File: src/rtl/drf_pkg.sv
// Shared definitions for the drf_system bus: requester indices and arbiter FSM states.
// Latency: n/a (types and constants only).
// Backpressure: n/a.
package drf_pkg;

    // Bus driver indices into the arbiter request/grant vectors.
    localparam int REQ_CU  = 0;
    localparam int REQ_REG = 1;
    localparam int REQ_MEM = 2;
    localparam int REQ_ALU = 3;
    localparam int REQ_PC  = 4;

    localparam int WD_W = 8;

    typedef enum logic [1:0] {
        ST_IDLE   = 2'd0,
        ST_GRANT  = 2'd1,
        ST_LOCKED = 2'd2
    } arb_state_t;

endpackage

File: src/rtl/drf_rr_picker.sv
// Round-robin find-first over req[N-1:1], starting at ptr and wrapping from N-1 back to 1.
// Latency: combinational.
// Backpressure: none; bit 0 is never selected here (it has fixed priority in the arbiter).
module drf_rr_picker #(
    parameter int N  = 5,
    parameter int PW = 3
) (
    input  logic [N-1:0]  req,
    input  logic [PW-1:0] ptr,
    output logic [N-1:0]  grant,
    output logic          found
);

    // Two passes: ptr..N-1 first, then 1..ptr-1, so the first hit is the round-robin winner.
    always_comb begin
        grant = '0;
        found = 1'b0;
        for (int i = 1; i < N; i++) begin
            if (!found && (i >= int'(ptr)) && req[i]) begin
                grant[i] = 1'b1;
                found    = 1'b1;
            end
        end
        for (int i = 1; i < N; i++) begin
            if (!found && (i < int'(ptr)) && req[i]) begin
                grant[i] = 1'b1;
                found    = 1'b1;
            end
        end
    end

endmodule

File: src/rtl/drf_bus_arbiter.sv
// Shared BUS arbiter: CU (bit 0) fixed priority, others round-robin, lock with watchdog release.
// Latency: one cycle from request to registered one-hot grant; back-to-back grants with no idle gap.
// Backpressure: a locked grantee holds the bus until it drops lock or the watchdog forces release.
module drf_bus_arbiter
    import drf_pkg::*;
#(
    parameter int N_REQ   = 5,
    parameter int TIMEOUT = 15
) (
    input  logic                     clk,
    input  logic                     rst,
    input  logic [N_REQ-1:0]         in_req,
    input  logic [N_REQ-1:0]         in_lock,
    output logic [N_REQ-1:0]         out_grant,
    output logic                     out_grant_valid,
    output logic [$clog2(N_REQ)-1:0] out_grant_id,
    output logic                     out_timeout,
    output logic                     out_busy
);

    localparam int            PW        = $clog2(N_REQ);
    localparam logic [WD_W-1:0] WD_LAST = WD_W'(TIMEOUT - 1);
    localparam logic [PW-1:0] PTR_FIRST = PW'(1);

    arb_state_t       state_q, state_d;
    logic [N_REQ-1:0] grant_q, grant_d;
    logic [N_REQ-1:0] penalty_q, penalty_d;
    logic [PW-1:0]    rr_ptr_q, rr_ptr_d, rr_next;
    logic [PW-1:0]    id_q, id_d;
    logic [WD_W-1:0]  wd_q, wd_d;
    logic             tmo_q, tmo_d;

    logic [N_REQ-1:0] excl;
    logic [N_REQ-1:0] elig;
    logic [N_REQ-1:0] rr_pick;
    logic [N_REQ-1:0] win;
    logic             rr_found;
    logic             any_elig;
    logic             lock_cur;
    logic             wd_expire;
    logic             rearb;

    // Only the current grantee's lock bit matters; stray locks are masked off.
    assign lock_cur  = |(in_lock & grant_q);
    // Watchdog fires only while lock is still held; a release in the same cycle takes precedence.
    assign wd_expire = (state_q == ST_LOCKED) && lock_cur && (wd_q == WD_LAST);
    // The grantee being forced off is excluded from the immediate re-arbitration.
    assign excl      = wd_expire ? grant_q : '0;
    assign elig      = in_req & ~penalty_q & ~excl;

    drf_rr_picker #(
        .N  (N_REQ),
        .PW (PW)
    ) u_rr_picker (
        .req   (elig),
        .ptr   (rr_ptr_q),
        .grant (rr_pick),
        .found (rr_found)
    );

    // Winner: CU beats everything, otherwise the round-robin pick.
    always_comb begin
        win      = rr_pick;
        any_elig = elig[REQ_CU] | rr_found;
        if (elig[REQ_CU]) begin
            win         = '0;
            win[REQ_CU] = 1'b1;
        end
    end

    // Pointer moves just past the round-robin winner, wrapping within 1..N_REQ-1.
    always_comb begin
        rr_next = rr_ptr_q;
        for (int i = 1; i < N_REQ; i++) begin
            if (rr_pick[i]) begin
                rr_next = (i == N_REQ - 1) ? PTR_FIRST : PW'(i + 1);
            end
        end
    end

    // FSM next-state and grant/watchdog/pointer updates.
    always_comb begin
        state_d  = state_q;
        grant_d  = grant_q;
        wd_d     = wd_q;
        tmo_d    = 1'b0;
        rr_ptr_d = rr_ptr_q;
        rearb    = 1'b0;

        case (state_q)
            ST_IDLE: begin
                rearb = 1'b1;
            end
            ST_GRANT: begin
                if (lock_cur) begin
                    state_d = ST_LOCKED;
                    wd_d    = '0;
                end else begin
                    rearb = 1'b1;
                end
            end
            ST_LOCKED: begin
                if (!lock_cur) begin
                    rearb = 1'b1;
                end else if (wd_expire) begin
                    rearb = 1'b1;
                    tmo_d = 1'b1;
                end else begin
                    wd_d = wd_q + 1'b1;
                end
            end
            default: begin
                state_d = ST_IDLE;
                grant_d = '0;
            end
        endcase

        if (rearb) begin
            if (any_elig) begin
                state_d = ST_GRANT;
                grant_d = win;
                if (!elig[REQ_CU]) begin
                    rr_ptr_d = rr_next;
                end
            end else begin
                state_d = ST_IDLE;
                grant_d = '0;
            end
        end
    end

    // Penalty persists while the requester keeps asking; a forced release sets it.
    always_comb begin
        penalty_d = (penalty_q & in_req) | excl;
    end

    // Encode the next grant so the id is registered alongside the one-hot vector.
    always_comb begin
        id_d = '0;
        for (int i = 0; i < N_REQ; i++) begin
            if (grant_d[i]) begin
                id_d = PW'(i);
            end
        end
    end

    // State registers with synchronous reset.
    always_ff @(posedge clk) begin
        if (rst) begin
            state_q   <= ST_IDLE;
            grant_q   <= '0;
            id_q      <= '0;
            penalty_q <= '0;
            rr_ptr_q  <= PTR_FIRST;
            wd_q      <= '0;
            tmo_q     <= 1'b0;
        end else begin
            state_q   <= state_d;
            grant_q   <= grant_d;
            id_q      <= id_d;
            penalty_q <= penalty_d;
            rr_ptr_q  <= rr_ptr_d;
            wd_q      <= wd_d;
            tmo_q     <= tmo_d;
        end
    end

    assign out_grant       = grant_q;
    assign out_grant_valid = |grant_q;
    assign out_grant_id    = id_q;
    assign out_timeout     = tmo_q;
    assign out_busy        = (state_q == ST_LOCKED);

endmodule

File: config.mk
export PLATFORM = sky130hd
export DESIGN_NAME = drf_bus_arbiter
export DESIGN_NICKNAME = d
export VERILOG_FILES = /design/src/rtl/drf_pkg.sv /design/src/rtl/drf_rr_picker.sv /design/src/rtl/drf_bus_arbiter.sv
export SDC_FILE = /design/constraint.sdc
export NUM_CORES = 1
export LEC_CHECK = 0
export BUFFER_PORTS_ARGS = -buffer_cell sky130_fd_sc_hd__buf_2
export CAP_MARGIN = 20
export CORE_MARGIN = 3
export CORE_UTILIZATION = 30
export CTS_CLUSTER_SIZE = 25
export DETAILED_ROUTE_END_ITERATION = 8
export MAX_ROUTING_LAYER = met4
export RECOVER_POWER = 25
export SETUP_SLACK_MARGIN = 0.4
export SYNTH_ARGS = -nofsm -noshare
export SYNTH_HDL_FRONTEND = slang
export SYNTH_SLANG_ARGS = --single-unit
File: constraint.sdc
create_clock -name clk -period 4.5 [get_ports clk]
set_clock_uncertainty 0.05 [all_clocks]
set_input_delay 0.9 -clock clk [delete_from_list [all_inputs] [get_ports clk]]
set_output_delay 0.9 -clock clk [all_outputs]
set_load 0.02 [all_outputs]
==> results of run 1 <==
path summary, 6_finish.rpt:
check,cells past startpoint,to,start,slack (ns)
worst max register to register,7,out_grant_id[0],out_grant[1],1.70
worst min register to register,2,penalty_q[1],penalty_q[1],0.41
worst min-delay path,2,penalty_q[1],penalty_q[1],0.41
worst max-delay path,8,out_grant_id[0],in_lock[1],1.40
Yosys cell counts (4+ instances only):
cell type	n	area share, %
a32oi_1	5	3.0
dfxtp_1	26	36
inv_1	7	1.8
nor2_1	19	4.9
nand4_1	5	2.2
a21oi_1	9	3.1
o21ai_0	8	2.8
nand2_1	18	4.7
nand2b_1	6	2.6
xor2_1	4	2.4
where the power goes:
group          switching (mW)  internal (mW)
logic                  0.0572         0.0319
clock network          0.0680         0.0599
registers              0.0121          0.239
stage by stage:
stage	hold WS, ns	setup WS (ns)	cells	power, mW	instance area, µm²
after global routing	0.430	1.09	242	0.495	1620
after global placement	0.388	1.27	239	0.346	1590
after CTS	0.415	1.54	242	0.474	1630
after detailed placement	0.404	1.26	239	0.346	1590
after floorplan	0.382	1.84	170	0.320	1450
final	0.411	1.40	242	0.468	1620
tightest hold or removal path, delay by kind of cell (launching register included):
| kind | cells | cell delay, ns |
|---|---|---|
| flip-flops | 1 | 0.32 |
| AND/OR/NAND/NOR | 1 | 0.05 |
| AO/OA/AOI/OAI | 1 | 0.05 |
cell type report:
class,instances,area (µm²),share of cell area [%]
timing repair buffer,22,100,6.17
clock buffer,3,41.3,2.55
inverter,7,26.3,1.62
tap,52,65.1,4.01
multi-input combinational,132,868,53.5
sequential,26,520,32.1
routing by layer:
metal  track usage, %  routed length, µm
met4             3.50                 43
met5                -                  0
met2             18.8               1460
met1             19.1               1700
met3             1.45                225
sequential cells by signal, summed over array words and instances (netlist names):
signal,count
wd_q,8
penalty_q,5
out_timeout,1
state_q,2
out_grant,5
rr_ptr_q,3
out_grant_id,2
cell families after synthesis:
| logic type | after synthesis | share of synthesized area (%) |
|---|---|---|
| AOI/OAI and AO/OA | 53 | 29.7 |
| and+or+nand+nor | 73 | 26.4 |
| DFF | 26 | 36.0 |
| buffers and inverters | 12 | 3.72 |
| xor gates and xnor gates | 4 | 2.42 |
| adders and majority gates | 2 | 1.73 |
==> results.ini, run 1 <==
[run_status]
run_status = complete, no violations

[clock_tree]
post-cts-setup-buffer-count = 0
clkSlewWorstSetupHoldPaths_ns = 0.09
cts.repair.resized = 0
cts_tree = yes
ctsHoldBuffers = 0
clk_latency_ns = 0.26
clockBufferDepth = 2
clock_sinks = 26
cts_made_buffers = 3
htree_levels = 1
cts_root_buffer = clkbuf_8

[route]
wl_per_cell_um = 14.2
vias = 1329
routed_via_density = 5.49
drt_iter0_drc = 133
postRouteAntennaNets = 0
first_pass_iters = 4
drc_errors = 0
wirelength_um = 3430

[global_route]
grt_pass1_wl_um = 5650
antenna_found_initial = 0
grt_overflow = 0
grt_pass1_vias = 1182
grt_max_degree = 19
groute.usage.overall_pct = 13.0

[floorplanning]
die_width_um = 75.4
fp.dieH_um = 75.4
core_mm2 = 0.00450
ios = 23
start_util_pct = 32.1
rows = 24
die_area_mm2 = 0.00569

[finish]
fin_util_pct = 36.0
final_cell_mix = dfxtp_1, nor2_1, nand2_1, buf_2, a21oi_1
final_net_count = 206
diodes = 0
layout-drive-gt1-share_pct = 15.8
area_growth_pct = 12.2
n_fill_cell = 485
layout_commonest_cell = dfxtp_1

[setup_path]
required_ns = 4.65
worstPathArrival_ns = 3.25
crit_chain = buf_2 > a222oi_1 > nand2_1 > a311oi_1 > nor2_1 > a41oi_2 > o211ai_1 > a21oi_1
worst-path-buf-inv = 1
worstPathMaxFanout = 16
crit_family = compound AO/OA/AOI/OAI gates
crit_path_start_kind = input pin
cp_slowest_cell = a311oi_1
cp-end-kind = flip-flop
critPathKind = input pin to flip-flop
cp_slowest_stage_delay_ns = 0.69

[power_and_ir_drop]
power_density_mw_per_mm2 = 288
vdd_drop_max_mv = 0.0937
leakage_nw = 0.593

[logic_synthesis]
syn-num-nets = 184
syn_inst = 170
ys.warnings.count = 0
ys_ff_latch = 26
synthFlopType = dfxtp_1
yosysSeqAreaShare_pct = 36.0
synth_edf_count = 0
avgSynthCellArea_um2 = 8.50
ys_types = 54
synth_area_mm2 = 0.00145
ys_async_sr_fraction_pct = 0

[timing]
setup_tns_ns = 0
setup_viol = 0
fmax_ghz = 0.323
hold_viol_final = 0
maxSlewViolCount = 0
min_period_ns = 3.10
min_period_over_period_pct = 68.8
worst_pin_slew_ns = 0.604
slew_headroom_pct = 59.5
rsz0062_at_grt = false

[run]
maxCapViolations = 0

[min_path]
hold_path.class = flip-flop to flip-flop

[placed_design]
io_buffers = 22
gp_congestion = 0.908
place_hpwl_um = 2620

(Power assumes the default switching activity.)
==> run 2, diff against run 1 <==
- clock period: 4.5 -> 3 ns (I/O delays scaled with it)
==> results.ini, run 2 (synthesized netlist as in run 1, its figures left out) <==
[finish]
top_register = wd_q
largest_reg_flops = 8  ; unchanged
area_growth_pct = 17.7
diodes = 0  ; unchanged
final_cell_mix = dfxtp_1, nor2_1, nand2_1, buf_2, a21oi_1
final_area_mm2 = 0.00170  ; +4.9%
layout-drive-gt1-share_pct = 19.9  ; +4.1 points
layout_commonest_cell = dfxtp_1
final_net_count = 211  ; +2.4%

[setup_path]
cpMostUsedCell = a211oi_2
crit_path_start_kind = flip-flop
cp_slowest_cell = and3_1
cp-end-kind = flip-flop
worst-path-buf-inv = 2  ; +1
crit_family = simple AND/OR/NAND/NOR gates
cp_slowest_stage_delay_ns = 0.42  ; -0.27 ns
required_ns = 3.17  ; -1.48 ns
crit_chain = inv_1 > ha_1 > nor4b_1 > and3_1 > a311oi_1 > buf_4 > or2_4 > a211oi_2 > a211oi_2 > a21oi_1
worstPathArrival_ns = 2.79  ; -0.46 ns
critPathKind = flip-flop to flip-flop
worstPathMaxFanout = 7  ; -9

[clock_tree]
htree_levels = 1  ; unchanged
cts_root_buffer = clkbuf_8
clkSlewWorstSetupHoldPaths_ns = 0.10  ; about the same
clock_sinks = 26  ; unchanged
clk_latency_ns = 0.28  ; +0.02 ns
cts_tree = yes
cts_made_buffers = 3  ; unchanged
ctsHoldBuffers = 0  ; unchanged
clockBufferDepth = 2  ; unchanged

[route]
wirelength_um = 3440  ; +0.17%
wl_per_cell_um = 13.9  ; -2.2%
drt_iter0_drc = 145  ; +9.0%
postRouteAntennaNets = 0  ; unchanged
vias = 1354  ; +1.9%
drc_errors = 0  ; unchanged
routed_via_density = 5.46  ; -0.58%
first_pass_iters = 4  ; unchanged

[timing]
slew_headroom_pct = 70.6  ; +11 points
min_period_ns = 2.62
setup_tns_ns = 0  ; unchanged
maxSlewViolCount = 0  ; unchanged
hold_viol_final = 0  ; unchanged
min_period_over_period_pct = 87.5
hold-worst-slack_ns = 0.411  ; -0.0000450 ns
worst_pin_slew_ns = 0.435  ; -0.169 ns
setup_viol = 0  ; unchanged
rsz0062_at_grt = false
fmax_ghz = 0.381

[global_route]
grt_overflow = 0  ; unchanged
grt_pass1_vias = 1168  ; -1.2%
grt_pass1_wl_um = 5640  ; -0.12%
antenna_found_initial = 0  ; unchanged
groute.usage.overall_pct = 13.2  ; +0.18 points
grt_max_degree = 19  ; unchanged

[power_and_ir_drop]
vdd_drop_max_mv = 0.161  ; +72%
power_density_mw_per_mm2 = 479  ; +66%
leakage_nw = 0.636  ; +7.3%

[floorplanning]
core_mm2 = 0.00450  ; unchanged
die_area_mm2 = 0.00569  ; unchanged
fp.dieH_um = 75.4  ; unchanged
rows = 24  ; unchanged
die_width_um = 75.4  ; unchanged
start_util_pct = 32.1  ; unchanged
ios = 23  ; unchanged

[run_status]
run_status = complete, no violations

[placed_design]
io_buffers = 22  ; unchanged
dpl_cell_area_mm2 = 0.00162  ; +1.4%
gp_congestion = 0.849  ; -6.6%
place_hpwl_um = 2550  ; -2.9%

[min_path]
hold_path.class = flip-flop to flip-flop

[run]
maxCapViolations = 0  ; unchanged

==> run 2: cell type report <==
type                    count  area (µm²)
repair buffers             27         139
inverters                   7        26.3
well taps                  52        65.1
fillers                   461        2800
flip-flops and latches     26         520
clock inverters             1        30.0
clock buffers               3        41.3
multi-input cells         132         880
==> run 2: worst min-delay path: cells and delay by family, from the launching register on <==
family,cells,cell delay [ns]
AOI/OAI and AO/OA,1,0.05
DFF,1,0.32
and+or+nand+nor,1,0.06
==> run 2: final timing paths <==
kind	start	to	depth (start not counted)	slack [ns]
worst max-delay path	wd_q[0]	out_grant_id[1]	10	0.38
worst max register to register	wd_q[0]	out_grant_id[1]	10	0.38
worst min-delay path	penalty_q[4]	penalty_q[4]	2	0.41
worst min register to register	penalty_q[4]	penalty_q[4]	2	0.41
==> run 2: what timing repair did <==
| action | in CTS | in global routing |
|---|---|---|
| gates resized for setup | 1 | 3 |
| setup endpoints to repair | 1 | 10 |
| setup buffers | 0 | 2 |
| pin swaps | 0 | 2 |
==> run 2: report_power, final <==
| part | internal [mW] | switching (mW) |
|---|---|---|
| Combinational | 0.0574 | 0.0893 |
| Clock | 0.179 | 0.114 |
| Sequential | 0.358 | 0.0181 |
==> run 2: routing by layer <==
layer	part of all wire [%]	track usage, %	up-vias
met4	1.9	5.44	0
met5	0	-	-
met1	51	19.2	615
met3	6.5	2.11	7
li1	-	-	684
met2	40	17.8	48
==> run 2: per-stage QoR <==
step	power [mW]	util, %	cells	setup WS, ns
after floorplan	0.480	-	170	0.639
after global placement	0.525	35.9	242	0.212
after detailed placement	0.523	35.9	242	0.134
after CTS	0.818	37.5	246	0.452
after global routing	0.857	37.8	248	0.211
final	0.816	37.8	248	0.376
==> run 3, diff against run 2 <==
- SYNTH_HIERARCHICAL: not set -> 1
==> results.ini, run 3 <==
[run_status]
run_status = complete, no violations

[power_and_ir_drop]
power_density_mw_per_mm2 = 437  ; -8.9%
leakage_nw = 0.810  ; +27%
vdd_drop_max_mv = 0.374  ; +130%

[floorplanning]
core_mm2 = 0.00444  ; -1.3%
start_util_pct = 31.6  ; -0.47 points
ios = 23  ; unchanged
rows = 24  ; unchanged
fp.dieH_um = 74.4  ; -1.3%
die_width_um = 74.4  ; -1.3%
die_area_mm2 = 0.00554  ; -2.6%

[finish]
layout-drive-gt1-share_pct = 43.0  ; +23 points
area_growth_pct = 43.0
layout_commonest_cell = buf_4
final_cell_mix = buf_4, dfxtp_1, nor2_1, buf_2, nand2_1
largest_reg_flops = 8  ; unchanged
final_net_count = 238  ; +13%
top_register = wd_q
n_fill_cell = 441  ; -4.3%
diodes = 0  ; unchanged

[setup_path]
worst-path-buf-inv = 2  ; unchanged
critPathKind = input pin to flip-flop
worstPathMaxFanout = 5  ; -2
cp_slowest_stage_delay_ns = 0.37  ; -0.05 ns
cp_slowest_cell = or3_4
worstPathArrival_ns = 2.88  ; +0.09 ns
crit_family = compound AO/OA/AOI/OAI gates
cp-end-kind = flip-flop
crit_chain = buf_6 > a222oi_1 > clkbuf_1 > nand2_2 > and2_4 > nand2_2 > and3b_2 > a22oi_2 > o221a_1 > or3_4 > o21ai_4 > a32o_1
timing.rr.start = out_grant[4]
crit_cells = 12  ; +2
cpMostUsedCell = nand2_2
reg2regPathDepth = 14  ; +4
reg2reg_to = out_grant_id[0]
crit_path_start_kind = input pin
required_ns = 3.17  ; about the same
rrSetupSlack_ns = 0.31  ; -0.07 ns

[route]
routed_via_density = 5.20  ; -4.8%
wirelength_um = 3970  ; +15%
vias = 1429  ; +5.5%
first_pass_iters = 4  ; unchanged
drc_errors = 0  ; unchanged
drt_iter0_drc = 88  ; -39%
wl_per_cell_um = 14.4  ; +4.0%
postRouteAntennaNets = 0  ; unchanged

[global_route]
antenna_found_initial = 0  ; unchanged
grt_overflow = 0  ; unchanged
grt_pass1_vias = 1357  ; +16%
grt_max_degree = 19  ; unchanged
groute.usage.overall_pct = 15.1  ; +1.9 points
grt_pass1_wl_um = 6270  ; +11%

[logic_synthesis]
synthXorXnorAreaFrac_pct = 3.74  ; +1.3 points
syn-num-nets = 181  ; -1.6%
synthSimpleGateAreaFrac_pct = 29.0  ; +2.6 points
synth_largest_area_cell = dfxtp_1
synth_edf_count = 0  ; unchanged
yosysSeqAreaShare_pct = 37.0  ; +1.0 points
syn_inst = 167  ; -1.8%
ys_ff_latch = 26  ; unchanged
synth_adder_area_share_pct = 1.78  ; +0.049 points
synthFlopType = dfxtp_1
synth_area_mm2 = 0.00141  ; -2.8%
ys_top_cells_by_area = dfxtp_1, nand2_1, nor2_1
post-synth-top-count-cell = dfxtp_1
ys_types = 48  ; -11%
synth_mux_area_share_pct = 0.712  ; +0.71 points
ys.warnings.count = 6  ; +6
synth_compound_area_share_pct = 22.4  ; -7.3 points
netlist.area_leader.share_pct = 37.0  ; +1.0 points
synth_commonest_cells = dfxtp_1, nand2_1, nor2_1, a21oi_1
synth_top_family_by_area = simple AND/OR/NAND/NOR gates
avgSynthCellArea_um2 = 8.41  ; -1.0%
ys_async_sr_fraction_pct = 0  ; unchanged

[placed_design]
io_buffers = 22  ; unchanged
gp_congestion = 0.828  ; -2.4%
place_hpwl_um = 2570  ; +0.81%
pre_cts_ws_ns = 0.0100  ; -0.124 ns

[timing]
hold_viol_final = 0  ; unchanged
setup_viol = 0  ; unchanged
layout_setup_ws_ns = 0.292  ; -0.0841 ns
fmax_ghz = 0.369  ; -3.1%
min_period_ns = 2.71  ; +0.0841 ns
hold-worst-slack_ns = 0.416  ; +0.00500 ns
rsz0062_at_grt = true
maxSlewViolCount = 0  ; unchanged
min_period_over_period_pct = 90.3  ; +2.8 points

[min_path]
hold_depth = 2  ; unchanged
hold_path.class = flip-flop to flip-flop
holdCritStartpoint = penalty_q[3]
min_to = penalty_q[3]

[clock_tree]
htree_levels = 1  ; unchanged
cts_root_buffer = clkbuf_8
cts_tree = yes
clockBufferDepth = 2  ; unchanged
clock_sinks = 26  ; unchanged
clkSlewWorstSetupHoldPaths_ns = 0.10  ; about the same
clk_latency_ns = 0.28  ; about the same
cts_made_buffers = 3  ; unchanged

[run]
maxCapViolations = 0  ; unchanged

run 3: cell types whose count changed in the layout (fill, tap and decap cells not counted), sizes merged, moves of 4 or more:
cell / previous run / this run
buf: 20 / 52
a22oi: 1 / 7
a32oi: 5 / 0
nand2b: 6 / 1
a211oi: 4 / 0
a32o: 0 / 4
run 3: per-layer routing:
layer | vias up | GRT usage, % | share of wire [%]
met1 | 677 | 20.0 | 48
li1 | 714 | - | -
met3 | 2 | 3.24 | 5.1
met5 | - | - | 0
met2 | 36 | 24.5 | 47
met4 | 0 | 1.19 | 0.23
run 3: how the worst max path moves through the flow:
stage / slack, ns / end / startpoint
after floorplan: 0.20 / rr_ptr_q[1] / in_lock[0]
after global placement: -0.009 / rr_ptr_q[1] / in_lock[0]
after detailed placement: 0.01 / rr_ptr_q[1] / in_lock[0]
after CTS: 0.39 / rr_ptr_q[1] / in_lock[0]
after global routing: 0.19 / out_grant_id[0] / out_grant[4]
final: 0.29 / rr_ptr_q[1] / in_lock[0]
run 3: cell type report:
class	count	area, µm²	area share (%)
multi-input combinational	127	932	46.4
sequential	26	524	26.1
timing repair buffer	59	390	19.4
tap	52	65.1	3.24
clock buffer	3	41.3	2.05
clock inverter	1	30.0	1.49
inverter	7	26.3	1.31
run 3: through the flow:
stage / total power [mW] / TNS, ns / instance area, µm² / util, % / instances
after detailed placement: 0.529 / 0 / 1640 / 36.9 / 245
after global routing: 0.918 / 0 / 2010 / 45.2 / 275
after global placement: 0.530 / -0.00934 / 1640 / 36.9 / 245
after CTS: 0.857 / 0 / 1870 / 42.1 / 264
final: 0.878 / 0 / 2010 / 45.2 / 275
after floorplan: 0.484 / 0 / 1430 / - / 167
run 3: worst register-to-register path: cells and delay by family (launching register included):
family	cells	cell delay, ns
buffers and inverters	8	1.02
flip-flops	1	0.49
AO/OA/AOI/OAI	5	0.87
AND/OR/NAND/NOR	1	0.15
run 3: cell families after synthesis:
| group | count (synthesis) |
|---|---|
| adders and majority gates | 2 |
| buffers and inverters | 14 |
| DFF | 26 |
| xor gates and xnor gates | 6 |
| other | 1 |
| and+or+nand+nor | 76 |
| muxes | 1 |
| AOI/OAI and AO/OA | 41 |
run 3: repair_timing:
item                                    CTS  global route
pin swaps                                 8            18
resized for setup                        13            23
endpoints found under the setup margin    9             9
hold buffers                              0             0
buffers inserted                         15            11
run 3: where the power goes:
| part | switching [mW] | internal [mW] |
|---|---|---|
| sequential | 0.0179 | 0.357 |
| combinational | 0.106 | 0.0965 |
| clock | 0.121 | 0.179 |
